File: src/rtl/dll_ctrl_pkg.sv
`default_nettype none
// ============================================================================
// Module      : dll_ctrl_pkg
// Description : Shared types for the FMDLL lock controller: FSM states,
//               tracking step direction and the lock-sample classifier.
// Revision    : 1.0
// ============================================================================
package dll_ctrl_pkg;

  localparam int CODE_W_DEF = 10;

  typedef enum logic [2:0] {
    ST_IDLE       = 3'd0,
    ST_SAR_WAIT   = 3'd1,
    ST_SAR_DECIDE = 3'd2,
    ST_TRACK_WAIT = 3'd3,
    ST_TRACK_STEP = 3'd4
  } state_t;

  typedef enum logic [1:0] {
    DIR_NONE = 2'd0,
    DIR_UP   = 2'd1,
    DIR_DN   = 2'd2
  } dir_t;

  // A sample counts towards lock when it holds, or when it turns around
  // against an earlier real move. A clipped step never counts as settled.
  function automatic logic is_nonmono(input dir_t dir, input dir_t prev,
                                      input logic clipped);
    return !clipped &&
           ((dir == DIR_NONE) || ((prev != DIR_NONE) && (dir != prev)));
  endfunction

endpackage
`default_nettype wire

File: src/rtl/dll_settle_timer.sv
`default_nettype none
// ============================================================================
// Module      : dll_settle_timer
// Description : Settle-delay counter shared by the SAR and tracking wait
//               states. Held at zero by load_i; while en_i is high it counts
//               up and flags done_o on the SETTLE_CYC-th waiting cycle.
// Revision    : 1.0
// ============================================================================
module dll_settle_timer #(
  parameter int SETTLE_CYC = 4
) (
  input  logic clk_ext,
  input  logic rst,
  input  logic load_i,
  input  logic en_i,
  output logic done_o
);

  localparam int CW = (SETTLE_CYC > 1) ? $clog2(SETTLE_CYC) : 1;
  localparam logic [CW-1:0] c_last = CW'(SETTLE_CYC - 1);

  logic [CW-1:0] cnt_q;

  // Count waiting cycles; park at the terminal value until reloaded.
  always_ff @(posedge clk_ext) begin
    if (rst) begin
      cnt_q <= '0;
    end else if (load_i) begin
      cnt_q <= '0;
    end else if (en_i && (cnt_q != c_last)) begin
      cnt_q <= cnt_q + 1'b1;
    end
  end

  assign done_o = en_i && (cnt_q == c_last);

endmodule
`default_nettype wire

File: src/rtl/dll_lock_ctrl.sv
`default_nettype none
// ============================================================================
// Module      : dll_lock_ctrl
// Description : FMDLL delay-line controller. Successive-approximation search
//               of the DCDL code from phase-detector flags, followed by
//               bang-bang tracking with lock / loss-of-lock detection.
//               Optional macro DLL_LOCK_CTRL_OVR_EN adds ovr_en / ovr_code
//               for a direct code override that parks the FSM in IDLE.
// Revision    : 1.0
// ============================================================================
module dll_lock_ctrl
  import dll_ctrl_pkg::*;
#(
  parameter int CODE_W     = CODE_W_DEF,
  parameter int SETTLE_CYC = 4,
  parameter int LOCK_CNT   = 8,
  parameter int UNLOCK_CNT = 4
) (
  input  logic              clk_ext,
  input  logic              rst,
  input  logic              start,
  input  logic              stop,
  input  logic              pd_lead,
  input  logic              pd_lag,
`ifdef DLL_LOCK_CTRL_OVR_EN
  input  logic              ovr_en,
  input  logic [CODE_W-1:0] ovr_code,
`endif
  output logic [CODE_W-1:0] code,
  output logic              busy,
  output logic              locked,
  output logic              lost_lock,
  output logic              sat
);

  localparam int IDXW = (CODE_W > 1) ? $clog2(CODE_W) : 1;
  localparam int LCW  = $clog2(LOCK_CNT + 1);
  localparam int UCW  = $clog2(UNLOCK_CNT + 1);

  localparam logic [CODE_W-1:0] c_code_max = {CODE_W{1'b1}};
  localparam logic [CODE_W-1:0] c_code_msb = {1'b1, {(CODE_W-1){1'b0}}};
  localparam logic [IDXW-1:0]   c_idx_top  = IDXW'(CODE_W - 1);
  localparam logic [LCW-1:0]    c_lock_tgt = LCW'(LOCK_CNT);
  localparam logic [UCW-1:0]    c_unl_tgt  = UCW'(UNLOCK_CNT);

  state_t            state_q;
  logic [CODE_W-1:0] code_q;
  logic [IDXW-1:0]   idx_q;
  logic [LCW-1:0]    lock_cnt_q;
  logic [UCW-1:0]    unlock_cnt_q;
  dir_t              prev_dir_q;
  logic              busy_q;
  logic              locked_q;
  logic              lost_lock_q;
  logic              sat_q;

  logic              in_wait;
  logic              settle_done;

  logic [CODE_W-1:0] sar_code_d;
  logic [CODE_W-1:0] step_code_d;
  dir_t              dir_d;
  logic              clip_d;
  logic              nonmono_d;
  logic [LCW-1:0]    lock_inc_d;
  logic [UCW-1:0]    unlock_inc_d;

  assign in_wait = (state_q == ST_SAR_WAIT) || (state_q == ST_TRACK_WAIT);

  dll_settle_timer #(
    .SETTLE_CYC (SETTLE_CYC)
  ) u_settle (
    .clk_ext (clk_ext),
    .rst     (rst),
    .load_i  (!in_wait),
    .en_i    (in_wait),
    .done_o  (settle_done)
  );

  // Next SAR code: resolve the current bit from pd_lag, trial-set the next.
  always_comb begin
    sar_code_d = code_q;
    if (pd_lag) begin
      sar_code_d[idx_q] = 1'b0;
    end
    if (idx_q != '0) begin
      sar_code_d[idx_q - 1'b1] = 1'b1;
    end
  end

  // Tracking step: direction from the flags, clipping, lock-sample class.
  always_comb begin
    dir_d = DIR_NONE;
    if (pd_lead && !pd_lag) begin
      dir_d = DIR_UP;
    end else if (pd_lag && !pd_lead) begin
      dir_d = DIR_DN;
    end
    clip_d = ((dir_d == DIR_UP) && (code_q == c_code_max)) ||
             ((dir_d == DIR_DN) && (code_q == '0));
    step_code_d = code_q;
    if (!clip_d) begin
      if (dir_d == DIR_UP) begin
        step_code_d = code_q + 1'b1;
      end else if (dir_d == DIR_DN) begin
        step_code_d = code_q - 1'b1;
      end
    end
    nonmono_d    = is_nonmono(dir_d, prev_dir_q, clip_d);
    lock_inc_d   = lock_cnt_q + 1'b1;
    unlock_inc_d = unlock_cnt_q + 1'b1;
  end

  // Main controller FSM with all outputs registered.
  always_ff @(posedge clk_ext) begin
    if (rst) begin
      state_q      <= ST_IDLE;
      code_q       <= '0;
      idx_q        <= c_idx_top;
      lock_cnt_q   <= '0;
      unlock_cnt_q <= '0;
      prev_dir_q   <= DIR_NONE;
      busy_q       <= 1'b0;
      locked_q     <= 1'b0;
      lost_lock_q  <= 1'b0;
      sat_q        <= 1'b0;
    end else begin
      lost_lock_q <= 1'b0;
`ifdef DLL_LOCK_CTRL_OVR_EN
      if (ovr_en) begin
        // Override owns the code and keeps the loop parked.
        state_q  <= ST_IDLE;
        code_q   <= ovr_code;
        busy_q   <= 1'b0;
        locked_q <= 1'b0;
      end else
`endif
      if (stop) begin
        state_q  <= ST_IDLE;
        busy_q   <= 1'b0;
        locked_q <= 1'b0;
      end else begin
        case (state_q)
          ST_IDLE: begin
            if (start) begin
              state_q <= ST_SAR_WAIT;
              code_q  <= c_code_msb;
              idx_q   <= c_idx_top;
              busy_q  <= 1'b1;
            end
          end

          ST_SAR_WAIT: begin
            if (settle_done) begin
              state_q <= ST_SAR_DECIDE;
            end
          end

          ST_SAR_DECIDE: begin
            code_q <= sar_code_d;
            if (idx_q != '0) begin
              idx_q   <= idx_q - 1'b1;
              state_q <= ST_SAR_WAIT;
            end else begin
              state_q      <= ST_TRACK_WAIT;
              lock_cnt_q   <= '0;
              unlock_cnt_q <= '0;
              prev_dir_q   <= DIR_NONE;
            end
          end

          ST_TRACK_WAIT: begin
            if (settle_done) begin
              state_q <= ST_TRACK_STEP;
            end
          end

          ST_TRACK_STEP: begin
            state_q    <= ST_TRACK_WAIT;
            code_q     <= step_code_d;
            prev_dir_q <= dir_d;
            if (dir_d != DIR_NONE) begin
              sat_q <= clip_d;
            end
            if (!locked_q) begin
              if (nonmono_d) begin
                lock_cnt_q <= lock_inc_d;
                if (lock_inc_d == c_lock_tgt) begin
                  locked_q     <= 1'b1;
                  unlock_cnt_q <= '0;
                end
              end else begin
                lock_cnt_q <= '0;
              end
            end else begin
              if (!nonmono_d) begin
                if (unlock_inc_d == c_unl_tgt) begin
                  locked_q     <= 1'b0;
                  lost_lock_q  <= 1'b1;
                  lock_cnt_q   <= '0;
                  unlock_cnt_q <= '0;
                end else begin
                  unlock_cnt_q <= unlock_inc_d;
                end
              end else begin
                unlock_cnt_q <= '0;
              end
            end
          end

          default: begin
            state_q  <= ST_IDLE;
            busy_q   <= 1'b0;
            locked_q <= 1'b0;
          end
        endcase
      end
    end
  end

  assign code      = code_q;
  assign busy      = busy_q;
  assign locked    = locked_q;
  assign lost_lock = lost_lock_q;
  assign sat       = sat_q;

endmodule
`default_nettype wire

File: config.mk
export PLATFORM = sky130hd
export DESIGN_NAME = dll_lock_ctrl
export DESIGN_NICKNAME = d
export VERILOG_FILES = /design/src/rtl/dll_ctrl_pkg.sv /design/src/rtl/dll_settle_timer.sv /design/src/rtl/dll_lock_ctrl.sv
export SDC_FILE = /design/constraint.sdc
export NUM_CORES = 1
export LEC_CHECK = 0
export CAP_MARGIN = 0
export CORE_MARGIN = 2
export CORE_UTILIZATION = 63
export DETAILED_ROUTE_END_ITERATION = 8
export MAX_ROUTING_LAYER = met4
export PLACE_DENSITY = 0.86
export SETUP_SLACK_MARGIN = 0.1
export SYNTH_ARGS = -nofsm -noshare
export SYNTH_HDL_FRONTEND = slang
export SYNTH_SLANG_ARGS = --single-unit
export TNS_END_PERCENT = 20
File: constraint.sdc
create_clock -name clk_ext -period 6.4 [get_ports clk_ext]
set_input_delay 1.28 -clock clk_ext [delete_from_list [all_inputs] [get_ports clk_ext]]
set_output_delay 1.28 -clock clk_ext [all_outputs]
set_load 0.01 [all_outputs]
==> parameters.txt, run 1 <==
Parameter                              Value

Clock network
  Count of hold buffers inserted by post-cts repair    0
  H-Tree Level Count    2
  Clock Latency Late Sink    290 ps
  Post-CTS setup buffers    0
  CTS root buffer    clkbuf_8
  Total clock buffers created by CTS    5
  Buffers from clock root to sink, at most    2
  Clock sink count    32
  CTS tree    done
  Clock-pin slew on the worst setup and hold paths    70 ps
  Post-cts gate resize count    0

Layout
  Number of standard cells in the final layout excluding fillers    362
  ANT cells    0
  Area taken by flip-flops and latches    641 µm²
  Synthesis-to-layout area growth    11.8%
  Share of layout cells above drive strength 1    5.41%
  Final-stage net count    338
  Final instance area    2700 µm²
  Fill cells    283
  Area of the multi-input gates    1660 µm²

Power
  Static power due to leakage    0.000978 µW
  Final total power    481 µW
  Maximum VDD drop    0.164 mV
  Power per unit of standard cell area    178 nW/µm²

Setup path
  Nature of the critical path startpoint    input port
  Max stage delay cell, worst path    clkdlybuf4s50_1
  Critical path cell sequence    clkdlybuf4s50_1 -> inv_1 -> ha_1 -> inv_1 -> ha_1 -> a21o_1 -> a211o_1 -> a21oi_1 -> a2111oi_0 -> a211oi_1 -> a211oi_1
  Endpoint type of the worst setup path    flip-flop
  Required time of the critical path    6520 ps
  Arrival @ worst endpoint    4140 ps
  Biggest cell delay along the critical path    610 ps
  Crit path kind    input port to flip-flop
  Max FO, Critical Path    10
  Number of buffers and inverters on the critical path    3
  Largest delay contributor family on the critical path    compound AO/OA/AOI/OAI gates

Placed design
  Final weighted congestion of routability-driven global placement    0.872
  Post-Place Cells    354
  Post-Place Worst Slack    2170 ps
  Buffers added on ports    19
  DPL Wire Length    3980 µm
  Area post-placement    2590 µm²

Floorplan
  Core area    3660 µm²
  # IOs    20
  Horizontal die dimension    65.9 µm
  Effective utilization at floorplan    65.9%
  Number of standard-cell rows in the floorplan    22
  Height of the chip    65.9 µm
  Area of the die    4340 µm²

Route
  Total routed wirelength    5750 µm
  Wire length on met1    2740 µm
  Final ANT Viol Nets    0
  Vias per Instance    6.45
  Detailed-route wire length per cell    15.9 µm
  DR WL met2    2580 µm
  Iteration-0 DRC Markers    273
  Drt pass-1 iters    5
  Total met3 wirelength after detailed routing    384 µm
  Remaining routing DRC violations    0
  Top layer used by detailed routing    met4
  Count of vias placed by the detailed router    2,335

STA
  Unrepaired setup endpoints after global routing    no
  Worst-Margin Slew    1070 ps
  Total Negative Setup Slacks    0 ps
  Final worst path period share    62.8%
  Hold Fails Final Rpt    0
  Final setup violation count    0
  Slew Limit Fails    0
  Final worst slack    2380 ps
  Max Clock Skew    6.04 ps
  Clock period minus worst slack    4020 ps
  Peak clock frequency supported by timing    0.249 GHz
  Relative max-transition margin    28.4%

Synth
  Cell types with the largest area share after synthesis    dfxtp_1 27%, ha_1 9.3%, nor2_1 5.1%
  Area fraction of the dominant cell type after synthesis    26.6%
  Largest area contributor in the synthesized netlist    dfxtp_1
  Share of the yosys chip area belonging to registers    26.6%
  Register bit count reported by yosys    32
  Synthesis warning total    0
  Ys flop type    dfxtp_1
  Cell with the most instances after synthesis    nor2_1
  Cell variety after synth    59
  Number of enable-type register cells in the synthesized netlist    0
  Ys async rst share    0%
  Average cell area after synthesis    7.99 µm²
  Cells after Synth    302
  Top cells by instance count after synthesis    33 x nor2_1, 32 x dfxtp_1, 24 x a21oi_1, 22 x nand2_1, 18 x ha_1
  Net count after synthesis    327
  Syn Std Cell Area    2410 µm²

Run
  MaxCap Viol Count    0

Global route
  Global-route usage over all layers    28.9%
  Via count of the first global-routing pass    2,084
  Total global routing overflow    0
  First-pass GRT wire length    9540 µm
  Initial antenna violation count    0
  Maximum number of pins on one net before global-route repair    29

Outcome
  Result of the run    completed

Worst hold path
  Min-delay worst type    flip-flop to flip-flop
[cell type report]
| class | count | area share (%) |
|---|---|---|
| repair buffers | 19 | 7.05 |
| multi-input cells | 245 | 61.6 |
| clock inverters | 2 | 1.30 |
| inverters | 10 | 1.39 |
| clock buffers | 6 | 2.69 |
| flip-flops and latches | 32 | 23.7 |
| well taps | 48 | 2.23 |
[path summary, 6_finish.rpt]
path	start	to	slack (ps)	depth (start not counted)
hold / removal	sat	sat	480	2
hold reg to reg	sat	sat	480	2
setup reg to reg	idx_q[0]	lock_cnt_q[1]	3810	8
setup / recovery	pd_lag	code[8]	2380	11
[state kept, by name, summed over array words and instances, names as in the netlist]
register        flops
prev_dir_q          2
u_settle.cnt_q      2
lost_lock           1
sat                 1
locked              1
state_q             3
lock_cnt_q          4
unlock_cnt_q        3
busy                1
idx_q               4
code               10
[worst register-to-register path, cell delays in order (launching register included)]
cell	delay (ps)
dfxtp_1	370
inv_1	110
ha_1	380
nor3b_2	370
a31oi_1	170
or2_0	400
a211o_1	360
a22oi_1	200
nor2_1	60
[power by group]
part	internal, µW	switching [µW]
logic	35.0	40.5
registers	203	8.05
clock network	115	78.9
[through the flow]
step	utilization, %	hold WS [ps]
after floorplan	-	464
after global placement	70.7	471
after detailed placement	70.7	478
after CTS	73.7	489
after global routing	73.7	498
final	73.7	483
[placed cells by master (no fill, tap or decap), types with 5 or more instances in the layout]
cell type        count
o21ai_0             12
nor2_1              33
clkbuf_8             5
nor2b_1              5
mux2i_1              6
nand3_1              9
nand2_1             22
a211oi_1             9
a31oi_1              5
clkdlybuf4s50_1     19
a22oi_1              9
a21o_1               5
dfxtp_1             32
inv_1               10
ha_1                18
a21oi_1             24
nor4_1               5
xor2_1               7
nor3_1              12
nand2b_1             6
[logic make-up after synthesis]
logic type / share of synthesized area [%]
buf+inv: 4.56
mux: 2.49
flops: 26.6
compound gates: 26.9
simple gates: 25.7
fa+ha+maj: 10.2
xor+xnor: 3.63
[metal layers]
layer	global-route usage, %	up-vias
met4	7.55	0
met1	40.0	1108
li1	-	1149
met2	43.1	72
met5	-	-
met3	5.79	6
(Power assumes the default switching activity.)
==> run 2: changes to the inputs <==
--- a/config.mk
+++ b/config.mk
@@ -7,10 +7,10 @@
 export LEC_CHECK = 0
 export CAP_MARGIN = 0
 export CORE_MARGIN = 2
-export CORE_UTILIZATION = 63
+export CORE_UTILIZATION = 53
 export DETAILED_ROUTE_END_ITERATION = 8
 export MAX_ROUTING_LAYER = met4
-export PLACE_DENSITY = 0.86
+export PLACE_DENSITY = 0.77
 export SETUP_SLACK_MARGIN = 0.1
 export SYNTH_ARGS = -nofsm -noshare
 export SYNTH_HDL_FRONTEND = slang
==> constraint.sdc (replaced) <==
create_clock -name clk_ext -period 3.4 [get_ports clk_ext]
set_input_delay 0.68 -clock clk_ext [delete_from_list [all_inputs] [get_ports clk_ext]]
set_output_delay 0.68 -clock clk_ext [all_outputs]
set_load 0.01 [all_outputs]
==> parameters.txt, run 2 (same netlist as run 1, synthesis figures left out) <==
Parameter                              Value

Clock network
  Buffers from clock root to sink, at most    2 (unchanged)
  Clock Latency Late Sink    280 ps (was 290 ps)
  CTS tree    done (unchanged)
  Total clock buffers created by CTS    5 (unchanged)
  H-Tree Level Count    2 (unchanged)
  Clock-pin slew on the worst setup and hold paths    70 ps (about the same)
  Post-CTS setup buffers    0 (unchanged)
  Clock sink count    32 (unchanged)
  Count of hold buffers inserted by post-cts repair    0 (unchanged)
  CTS root buffer    clkbuf_8 (unchanged)
  Post-cts gate resize count    0 (unchanged)

Layout
  Core occupancy in the finished layout    62.7% (was 73.7%)
  Fill cells    400 (was 283)
  Share of layout cells above drive strength 1    7.19% (was 5.41%)
  Synthesis-to-layout area growth    13.9% (was 11.8%)
  Final instance area    2750 µm² (was 2700 µm²)
  Largest register FFs    10 (unchanged)
  Commonest cells after routing, fill and taps aside    33 x nor2_1, 32 x dfxtp_1, 24 x a21oi_1 (unchanged)
  Final-stage net count    344 (was 338)
  Most common library cell in the layout ignoring fill and taps    nor2_1 (unchanged)
  ANT cells    0 (unchanged)

Power
  NetSw    232 µW (was 127 µW)
  Internal power    671 µW (was 354 µW)
  Sw Share    25.7% (was 26.5%)
  Static power due to leakage    0.00101 µW (was 0.000978 µW)
  Power share of the clock group    39.7% (was 40.4%)
  Comb power frac    16.3% (was 15.7%)
  Power per unit of standard cell area    329 nW/µm² (was 178 nW/µm²)
  Maximum VDD drop    0.318 mV (was 0.164 mV)
  Sequential power share    44.0% (was 43.9%)
  Final total power    903 µW (was 481 µW)

Setup path
  Biggest cell delay along the critical path    420 ps (was 610 ps)
  Crit path kind    input port to flip-flop (unchanged)
  Endpoint type of the worst setup path    flip-flop (unchanged)
  Path depth of the worst reg2reg path    8 (unchanged)
  Arrival @ worst endpoint    3090 ps (was 4140 ps)
  FF-to-FF End    lock_cnt_q[1] (unchanged)
  Max FO, Critical Path    4 (was 10)
  Required time of the critical path    3550 ps (was 6520 ps)
  Source of the critical timing path    pd_lag (unchanged)
  Worst r2r src    idx_q[0] (unchanged)
  Max stage delay cell, worst path    clkdlybuf4s50_1 (unchanged)
  Critical path cell sequence    clkdlybuf4s50_1 -> inv_1 -> ha_1 -> inv_1 -> fa_1 -> a21o_1 -> a211o_1 -> a21oi_1 -> a2111oi_0 -> a211oi_1 -> a211oi_1 (was clkdlybuf4s50_1 -> inv_1 -> ha_1 -> inv_1 -> ha_1 -> a21o_1 -> a211o_1 -> a21oi_1 -> a2111oi_0 -> a211oi_1 -> a211oi_1)
  Worst R2R Setup Slack    900 ps (was 3810 ps)
  Critical path endpoint    code[8] (unchanged)
  Nature of the critical path startpoint    input port (unchanged)

STA
  Peak clock frequency supported by timing    0.341 GHz
  Unrepaired setup endpoints after global routing    no (unchanged)
  Final worst slack    468 ps (was 2380 ps)
  Max Clock Skew    5.05 ps (was 6.04 ps)
  Slew Limit Fails    0 (unchanged)
  Relative max-transition margin    57.2% (was 28.4%)
  Worst-Margin Slew    640 ps (was 1070 ps)
  Final worst path period share    86.2%
  Clock period minus worst slack    2930 ps
  Hold Fails Final Rpt    0 (unchanged)
  Final setup violation count    0 (unchanged)
  Total Negative Setup Slacks    0 ps (unchanged)

Global route
  Via count of the first global-routing pass    2,103 (was 2,084)
  Initial antenna violation count    0 (unchanged)
  Total global routing overflow    0 (unchanged)
  First-pass GRT wire length    9940 µm (was 9540 µm)
  Maximum number of pins on one net before global-route repair    19 (was 29)
  Global-route usage over all layers    24.7% (was 28.9%)

Placed design
  DPL Wire Length    4250 µm (was 3980 µm)
  Post-Place Worst Slack    198 ps (was 2170 ps)
  Area post-placement    2640 µm² (was 2590 µm²)
  Buffers added on ports    19 (unchanged)
  Final weighted congestion of routability-driven global placement    0.950 (was 0.872)

Floorplan
  Area of the die    5110 µm² (was 4340 µm²)
  Height of the chip    71.5 µm (was 65.9 µm)
  Core area    4380 µm² (was 3660 µm²)
  # IOs    20 (unchanged)
  Horizontal die dimension    71.5 µm (was 65.9 µm)
  Number of standard-cell rows in the floorplan    24 (was 22)
  Effective utilization at floorplan    55.0% (was 65.9%)

Route
  Top layer used by detailed routing    met4 (unchanged)
  Detailed-route wire length per cell    15.5 µm (was 15.9 µm)
  Drt pass-1 iters    5 (unchanged)
  Wire length on met1    2810 µm (was 2740 µm)
  Final ANT Viol Nets    0 (unchanged)
  Vias per Instance    6.15 (was 6.45)
  Remaining routing DRC violations    0 (unchanged)
  Total met3 wirelength after detailed routing    281 µm (was 384 µm)
  Iteration-0 DRC Markers    204 (was 273)
  DR WL met2    2630 µm (was 2580 µm)
  Total routed wirelength    5760 µm (was 5750 µm)
  Count of vias placed by the detailed router    2,287 (was 2,335)

Worst hold path
  Min-delay worst type    flip-flop to flip-flop (unchanged)

Run
  MaxCap Viol Count    0 (unchanged)

Outcome
  Result of the run    completed (unchanged)
-- run 2: worst min path at each step --
| stage | depth (start not counted) | start | slack [ps] | end |
|---|---|---|---|---|
| 2_1_floorplan | 2 | unlock_cnt_q[2] | 460 | unlock_cnt_q[2] |
| 3_3_place_gp | 2 | sat | 470 | sat |
| 3_5_place_dp | 2 | sat | 470 | sat |
| 4_1_cts | 2 | sat | 480 | sat |
| 5_1_grt | 2 | sat | 510 | sat |
| 6_report | 2 | sat | 480 | sat |
-- run 2: power groups by stage --
stage / sequential [µW] / combinational (µW) / clock (µW)
after detailed placement: 406 / 146 / 0
after floorplan: 403 / 101 / 0
after global routing: 399 / 164 / 382
final: 398 / 147 / 358
after global placement: 406 / 144 / 0
after CTS: 397 / 147 / 365
-- run 2: cell type report --
class	instances	area, µm²	area share, %
Timing Repair Buffer	25	235	8.56
Clock inverter	2	35.0	1.28
Sequential cell	32	641	23.3
Inverter	10	37.5	1.37
Tap cell	52	65.1	2.37
Clock buffer	6	72.6	2.64
Multi-Input combinational cell	245	1660	60.5
-- run 2: critical path, delay by kind of cell --
| family | cells | cell delay (ps) |
|---|---|---|
| AOI/OAI and AO/OA | 6 | 1190 |
| buffers and inverters | 3 | 620 |
| adders and majority gates | 2 | 610 |
-- run 2: stage by stage --
step                      hold WS [ps]  cells
after floorplan                    464    302
after global placement             471    364
after detailed placement           474    364
after CTS                          483    372
after global routing               508    372
final                              479    372
-- run 2: layer usage --
layer	global-route usage [%]	vias up
li1	-	1160
met1	35.6	1075
met2	37.3	48
met3	4.08	4
met4	3.77	0
met5	-	-
